## src/rtl/spmmio_ledctl_if.sv

```systemverilog
// rtl/spmmio_ledctl_if.sv - SP MMIO register bus bundle for the LED controller
interface spmmio_ledctl_if;
    logic [0:4]  adr;
    logic        cs;
    logic [0:3]  sel;
    logic        we;
    logic [0:31] d;
    logic [0:31] q;

    modport master (output adr, cs, sel, we, d, input q);
    modport slave  (input adr, cs, sel, we, d, output q);
endinterface

```

## src/rtl/spmmio_ledctl.sv

```systemverilog
// rtl/spmmio_ledctl.sv - RGB LED override/default selector with blink timebase and PWM
module spmmio_ledctl #(
    parameter int NUM_LEDS     = 4,
    parameter int NUM_FLAGS    = 4,
    parameter int PWM_PRESCALE = 4
) (
    input  logic                    clk,
    input  logic                    reset,
    spmmio_ledctl_if.slave          bus,
    input  logic [0:NUM_FLAGS-1]    flags,
    input  logic [0:NUM_LEDS*24-1]  led_default,
    output logic [0:NUM_LEDS*24-1]  led_rgb,
    output logic [0:NUM_LEDS*3-1]   led_pwm
);
    localparam int PS_W = (PWM_PRESCALE > 1) ? $clog2(PWM_PRESCALE) : 1;
    localparam logic [PS_W-1:0] PS_MAX = PS_W'(PWM_PRESCALE - 1);

    logic [PS_W-1:0]      presc;
    logic                 tick;
    logic                 wrap;
    logic [7:0]           pwm_cnt;
    logic [15:0]          blink_half;
    logic [15:0]          blink_cnt;
    logic                 blink_phase;
    logic                 wr;
    logic                 blink_wr;
    logic [NUM_LEDS-1:0]  led_hit;
    logic [NUM_LEDS-1:0]  force_on;
    logic [NUM_LEDS-1:0]  blink_en;
    logic [0:23]          color   [NUM_LEDS];
    logic [0:NUM_FLAGS-1] mask    [NUM_LEDS];
    logic [0:23]          sel_col [NUM_LEDS];

    assign wr       = bus.cs && bus.we;
    assign tick     = (presc == PS_MAX);
    assign wrap     = tick && (pwm_cnt == 8'hFF);
    assign blink_wr = wr && (bus.adr == 5'h01) && (|bus.sel);

    // LED register pairs start at 0x10; adr[1:3] picks the LED, adr[4] picks COLOR/CTRL
    always_comb begin
        led_hit = '0;
        for (int i = 0; i < NUM_LEDS; i++)
            led_hit[i] = bus.adr[0] && (bus.adr[1:3] == 3'(i));
    end

    always_ff @(posedge clk) begin
        if (reset) begin
            presc       <= '0;
            pwm_cnt     <= 8'd0;
            blink_cnt   <= 16'd0;
            blink_phase <= 1'b1;
        end else begin
            presc <= tick ? '0 : presc + PS_W'(1);
            if (tick)
                pwm_cnt <= pwm_cnt + 8'd1;
            // A BLINK write restarts the period even if a toggle was due this cycle
            if (blink_wr || blink_half == 16'd0) begin
                blink_cnt   <= 16'd0;
                blink_phase <= 1'b1;
            end else if (wrap) begin
                if (blink_cnt == blink_half - 16'd1) begin
                    blink_cnt   <= 16'd0;
                    blink_phase <= ~blink_phase;
                end else begin
                    blink_cnt <= blink_cnt + 16'd1;
                end
            end
        end
    end

    always_ff @(posedge clk) begin
        if (reset) begin
            blink_half <= 16'd0;
            force_on   <= '0;
            blink_en   <= '0;
            for (int i = 0; i < NUM_LEDS; i++) begin
                color[i] <= '0;
                mask[i]  <= '0;
            end
        end else begin
            if (wr && bus.adr == 5'h01) begin
                if (bus.sel[2]) blink_half[15:8] <= bus.d[16:23];
                if (bus.sel[3]) blink_half[7:0]  <= bus.d[24:31];
            end
            for (int i = 0; i < NUM_LEDS; i++) begin
                if (wr && led_hit[i]) begin
                    if (!bus.adr[4]) begin
                        for (int b = 1; b < 4; b++)
                            if (bus.sel[b]) color[i][8*(b-1) +: 8] <= bus.d[8*b +: 8];
                    end else begin
                        if (bus.sel[0]) mask[i] <= bus.d[0 +: NUM_FLAGS];
                        if (bus.sel[1]) begin
                            force_on[i] <= bus.d[8];
                            blink_en[i] <= bus.d[9];
                        end
                    end
                end
            end
        end
    end

    always_comb begin
        for (int i = 0; i < NUM_LEDS; i++) begin
            sel_col[i] = led_default[24*i +: 24];
            if (force_on[i] || (|(mask[i] & flags)))
                sel_col[i] = (blink_en[i] && !blink_phase) ? 24'h0 : color[i];
        end
    end

    always_ff @(posedge clk) begin
        if (reset) begin
            led_rgb <= '0;
            led_pwm <= '0;
        end else begin
            for (int i = 0; i < NUM_LEDS; i++) begin
                led_rgb[24*i +: 24] <= sel_col[i];
                for (int c = 0; c < 3; c++)
                    led_pwm[3*i + c] <= (sel_col[i][8*c +: 8] > pwm_cnt);
            end
        end
    end

    always_comb begin
        bus.q = '0;
        if (bus.adr == 5'h00) begin
            bus.q[0 +: NUM_FLAGS] = flags;
            bus.q[16:23]          = pwm_cnt;
            bus.q[31]             = blink_phase;
        end else if (bus.adr == 5'h01) begin
            bus.q[16:31] = blink_half;
        end
        for (int i = 0; i < NUM_LEDS; i++) begin
            if (led_hit[i]) begin
                if (!bus.adr[4]) begin
                    bus.q[8:31] = color[i];
                end else begin
                    bus.q[0 +: NUM_FLAGS] = mask[i];
                    bus.q[8]              = force_on[i];
                    bus.q[9]              = blink_en[i];
                end
            end
        end
    end
endmodule

```

## src/flat_wrapper.sv

```systemverilog
// flat-port wrapper written by rule: the top's interface ports become plain ports
module spmmio_ledctl_flat 
#(
    parameter int NUM_LEDS     = 4,
    parameter int NUM_FLAGS    = 4,
    parameter int PWM_PRESCALE = 4
)
  (clk, reset, flags, led_default, led_rgb, led_pwm, bus_adr, bus_cs, bus_sel, bus_we, bus_d, bus_q);
  spmmio_ledctl_if bus_i ();
  input  logic clk;
  input  logic reset;
  input  logic [0:NUM_FLAGS-1] flags;
  input  logic [0:NUM_LEDS*24-1] led_default;
  output logic [0:NUM_LEDS*24-1] led_rgb;
  output logic [0:NUM_LEDS*3-1] led_pwm;
  input wire logic [$bits(bus_i.adr)-1:0] bus_adr;
  input wire logic [$bits(bus_i.cs)-1:0] bus_cs;
  input wire logic [$bits(bus_i.sel)-1:0] bus_sel;
  input wire logic [$bits(bus_i.we)-1:0] bus_we;
  input wire logic [$bits(bus_i.d)-1:0] bus_d;
  output wire logic [$bits(bus_i.q)-1:0] bus_q;
  assign bus_i.adr = bus_adr;
  assign bus_i.cs = bus_cs;
  assign bus_i.sel = bus_sel;
  assign bus_i.we = bus_we;
  assign bus_i.d = bus_d;
  assign bus_q = bus_i.q;
  spmmio_ledctl #(.NUM_LEDS(NUM_LEDS), .NUM_FLAGS(NUM_FLAGS), .PWM_PRESCALE(PWM_PRESCALE)) u_core (.clk(clk), .reset(reset), .bus(bus_i), .flags(flags), .led_default(led_default), .led_rgb(led_rgb), .led_pwm(led_pwm));
endmodule
```

## config.mk

```make
export PLATFORM = sky130hd
export DESIGN_NAME = spmmio_ledctl_flat
export DESIGN_NICKNAME = d
export VERILOG_FILES = /design/src/rtl/spmmio_ledctl_if.sv /design/src/rtl/spmmio_ledctl.sv /design/src/flat_wrapper.sv
export SDC_FILE = /design/constraint.sdc
export NUM_CORES = 1
export LEC_CHECK = 0
export CAP_MARGIN = 20
export CORE_MARGIN = 2
export CORE_UTILIZATION = 44
export CTS_CLUSTER_SIZE = 10
export DETAILED_ROUTE_END_ITERATION = 12
export DONT_BUFFER_PORTS = 1
export PLACE_DENSITY_LB_ADDON = 0.08
export SLEW_MARGIN = 20
export SYNTH_ARGS = -nofsm -noshare
export SYNTH_HDL_FRONTEND = slang
export SYNTH_SLANG_ARGS = --single-unit
export TNS_END_PERCENT = 10
```

## constraint.sdc

```tcl
create_clock -name clk -period 6.5 [get_ports clk]
set_input_delay 0.325 -clock clk [delete_from_list [all_inputs] [get_ports clk]]
set_output_delay 0.325 -clock clk [all_outputs]
set_load 0.02 [all_outputs]
```

---- After elaboration in Yosys (flattened, before gate mapping) ----
Memories as Yosys holds them, arrays and structs flattened.
Index checks and enable logic that the tools add are counted.
cells by class
  order comparisons ....................... 12
  bitwise gates (word level) .............. 21
  equal/unequal tests ..................... 7
  muxes and demuxes ....................... 108
  reductions and logical operators ........ 39
  add/subtract/negate cells ............... 4
operator list
  cell                                                                    count
  24-bit two-way mux                                                      12
  8-bit two-way mux                                                       13
  8-bit greater-than comparator                                           12
  22-bit two-way mux                                                      4
  1-bit two-way mux                                                       59
  4-bit two-way mux                                                       13
  16-bit two-way mux                                                      2
  4-bit OR reduction                                                      5
  16-bit by 1-bit adder with 16-bit output (second input constant)        1
  4-bit bitwise AND                                                       4
  16-bit equality test                                                    1
  1-bit logical AND                                                       16
  16-bit zero test                                                        1
  1-bit bitwise OR                                                        16
  16-bit by 1-bit subtractor with 16-bit output (second input constant)   1
  3-bit AND reduction                                                     4
  8-bit by 1-bit adder with 8-bit output (second input constant)          1
  8-bit equality test (second input constant)                             1
  2-bit two-way mux                                                       4
  7-bit two-way mux                                                       1
  3-bit by 2-bit equality test with 1-bit output (second input constant)  2
  2-bit AND reduction                                                     3
  5-bit by 1-bit equality test with 1-bit output (second input constant)  1
  5-bit zero test                                                         1
  8 further kinds                                                         13
word-level totals
  memories ................................ 2
  flip-flop bits (word level) ............. 159
  bits of input ports ..................... 145
  RAM bits ................................ 112
memories
  name          words  bits a word  read ports  clocked after Yosys merged registers in  write ports  RTL line             text
  u_core.color  4      24           4           0                                        4            spmmio_ledctl.sv:30  logic [0:23] color [NUM_LEDS];
  u_core.mask   4      4            4           0                                        4            spmmio_ledctl.sv:31  logic [0:NUM_FLAGS-1] mask [NUM_LEDS];

---- Depth between registers and ports, before layout ----
  depth in word-level cells ............... 11
  gate-level depth with buffers ........... 14

---- Least setup slack after synthesis ----
No wires, ideal clock.
  kind .................................... register to register
  start ................................... memory u_core.mask[1][1] in the netlist's numbering
  end ..................................... register u_core.led_pwm[4] in the netlist's numbering
  arrival ................................. 2.466 ns
  cell stages (with the launch flop) ...... 15
  data required time ...................... 6.368 ns
  setup slack ............................. 3.902 ns
  cell sequence ........................... edfxtp_1 a222oi_1 and2_1 clkbuf_1 clkbuf_1 nand2_1 nand2_1 ha_1 nor2b_1 o21ai_0 nand2b_1 a21oi_1 nor2_1 a211oi_1 nor3_1
RTL lines
  element                          RTL line              text
  from (decl)                      spmmio_ledctl.sv:31
  to (signal, indexed assignment)  spmmio_ledctl.sv:118  led_pwm[3*i + c] <= (sel_col[i][8*c +: 8] > pwm_cnt);
  to (decl)                        spmmio_ledctl.sv:13   output logic [0:NUM_LEDS*3-1] led_pwm

==> flow_summary_export.csv <==
group,metric,value,unit
clock_network,cts_hold_buf,137,
flow_run,maxCapViolCount,0,
clock_network,ctsResizeCount,0,
sta,fin_crit_sh,55.8,%
setup_path,slowest_delay,820,ps
synthesis,synthFlopType,"dfxtp_1",
synthesis,yosys_warnings,0,
placed_design,dp_hpwl,35200,microns
setup_path,cp_slowest_cell,"a222oi_1",
setup_path,crit_arrival,4000,ps
layout,final_layout_size_suffix_gt1_share,3.97,%
sta,hold_slack,11.6,ps
sta,tightest_slew,1200,ps
route,drt_iter0_drc,1248,
setup_path,endpoint_kind,"register",
die,io_pins,285,
setup_path,worst_setup_path_start_kind,"register",
setup_path,crit_type,"reg -> reg",
grt,grt_pass1_wl,72900,microns
sta,clock.fmax,0.275,GHz
synthesis,synthCells,1574,
clock_network,post_cts_buffers,0,
setup_path,worstPathRequired,6870,ps
pwr,powerDensity,251,nW/um^2
sta,rsz0062_at_grt,"no",
run_status,status,"complete, no violations",
synthesis,synth_area,14300,sq um
die,coreArea,32300,sq um
grt,groute.usage.overall,28.6,%
placed_design,io_buffers,0,
grt,overflow,0,
die,initial_core_util,44.3,%
route,drt_wl_total,49000,microns
route,remaining_drc_errors,0,
route,num_vias,12400,
synthesis,ys_types,63,
synthesis,synth_edf_count,112,
route,vias_per_cell,5.81,
layout,syn_to_final_growth,18.6,%
sta,fin_crit,3630,ps
sta,maxSlewViolCount,0,
pwr,vdd_drop_max,148,uV
die,die_h,184,microns
min_path,hold_class,"in -> reg",
grt,grt_pass1_vias,12000,
die,die_width,184,microns
placed_design,gp_congestion,0.865,
layout,mostFrequentLayoutCell,"nand2_1",
clock_network,cts_tree,"done",
clock_network,cts_buffer_depth,3,
synthesis,synth.avg_cell_area,9.09,sq um
setup_path,cp_max_fo,24,
setup_path,cp_common_cell,"nand2_1",
clock_network,clkTransAtPathRegs,50,ps
route,drt_first_pass_iters,5,
sta,worst_clock_skew,24.3,ps
setup_path,worstPathCellList,"a222oi_1 -> nand2_1 -> nand3_1 -> nand2_1 -> ha_1 -> nor2b_1 -> o21ai_0 -> nand2b_1 -> a21oi_1 -> nor2_1 -> a211oi_1 -> nor3_1",
clock_network,cts-buffers-inserted,34,
grt,antenna_found_initial,1,
clock_network,cts_root_buf,"clkbuf_16",
layout,most-common-layout-cells,"nand2_1, a21oi_1, dfxtp_1",
sta,relSlewSlack,19.2,%
sta,finalHoldViolCount,0,
route,wl_per_cell,23.0,microns
clock_network,ctsHtreeMaxLevel,2,
clock_network,clk_latency,530,ps
synthesis,ys_ff_latch,271,
layout,layout.nets,1912,
clock_network,clock-sinks,271,
pwr,total_leakage_power,6.71,nW
die,rows,66,
die,die_area,34000,sq um
synthesis,synthArstFlopShare,0,%
route,ant_nets,0,
sta,setup_tns,0,ps
grt,grt_max_degree,144,
sta,setup_viol_count_final,0,
synthesis,ys_seq_area_share,45.7,%
path summary, 6_finish.rpt:
check	slack, ps	start	cells after the start	endpoint
max	2870	u_core.mask[0][1]$_SDFFCE_PN0P_	12	u_core.led_pwm[1]$_SDFF_PP0_
min	10	bus_d[11]	1	u_core.color[2][11]$_SDFFCE_PN0P_
max reg2reg	2870	u_core.mask[0][1]$_SDFFCE_PN0P_	12	u_core.led_pwm[1]$_SDFF_PP0_
min reg2reg	430	u_core.presc[0]$_SDFF_PP0_	1	u_core.presc[0]$_SDFF_PP0_
registers in the layout (all words and copies together), names as in the netlist:
signal	flops
u_core.force_on	4
u_core.blink_half	16
u_core.mask	16
u_core.blink_phase	1
u_core.color	96
u_core.led_pwm	12
u_core.led_rgb	96
u_core.presc	2
u_core.blink_cnt	16
u_core.pwm_cnt	8
u_core.blink_en	4
area by class of cell:
class	count	area, sq um
Fill cell	3002	15300
Multi-Input combinational cell	1201	7360
Sequential cell	271	6550
Timing Repair Buffer	147	1460
Clock buffer	52	970
Tap cell	442	553
Inverter	12	45.0
Clock inverter	4	20.0
Antenna cell	4	10.0
report_power, final:
group          switching, W  leakage, nW  internal [W]  total [W]
Clock              0.000709        0.479       0.00102    0.00173
Combinational      0.000313         3.86      0.000213   0.000526
Sequential         0.000136         2.37       0.00187    0.00201
cell usage after synthesis, drive strengths merged (11+ instances only):
cell | number | area [sq um]
xnor2 | 20 | 175
nand2b | 21 | 131
buf | 24 | 136
a21o | 44 | 330
nand3 | 124 | 621
nand4 | 33 | 206
ha | 100 | 1250
o21ai | 44 | 220
nor2b | 17 | 106
a211oi | 16 | 120
a22o | 19 | 166
inv | 12 | 45.0
nor2 | 89 | 337
and3 | 21 | 133
xor2 | 17 | 149
and2 | 119 | 744
edfxtp | 112 | 3360
nor3 | 28 | 140
clkbuf | 69 | 262
a21oi | 159 | 796
a22oi | 23 | 173
a222oi | 11 | 110
dfxtp | 159 | 3180
nand2 | 225 | 845
cell families after synthesis:
group                      share of synthesized area, %
buffers and inverters                              3.09
other                                            0.0262
xor gates and xnor gates                           2.26
AOI/OAI and AO/OA                                  15.6
muxes                                             0.140
and+or+nand+nor                                    24.4
adders and majority gates                          8.74
DFF                                                45.7
metrics by stage:
stage	util (%)	cells	setup WS, ps	total power (W)	instance area (sq um)
after floorplan	-	1577	3900	0.00235	14300
after global placement	45.2	1936	3020	0.00246	14600
after detailed placement	45.2	1936	2990	0.00247	14600
after CTS	52.5	2129	2950	0.00428	17000
after global routing	52.5	2130	2580	0.00443	17000
final	52.6	2133	2870	0.00426	17000
worst max-delay path: cells and delay by family (launching register included):
| kind | cells | cell delay, ps |
|---|---|---|
| AOI/OAI and AO/OA | 4 | 1310 |
| adders and majority gates | 1 | 310 |
| DFF | 1 | 380 |
| and+or+nand+nor | 7 | 1480 |
per-layer routing:
layer	global-route usage (%)	vias up	share of wire [%]
li1	-	5866	-
met1	40.3	5982	45
met2	43.8	470	44
met3	6.92	65	9.3
met4	8.03	0	2.1
met5	0	-	0
Power figures use the tool's default switching activity.
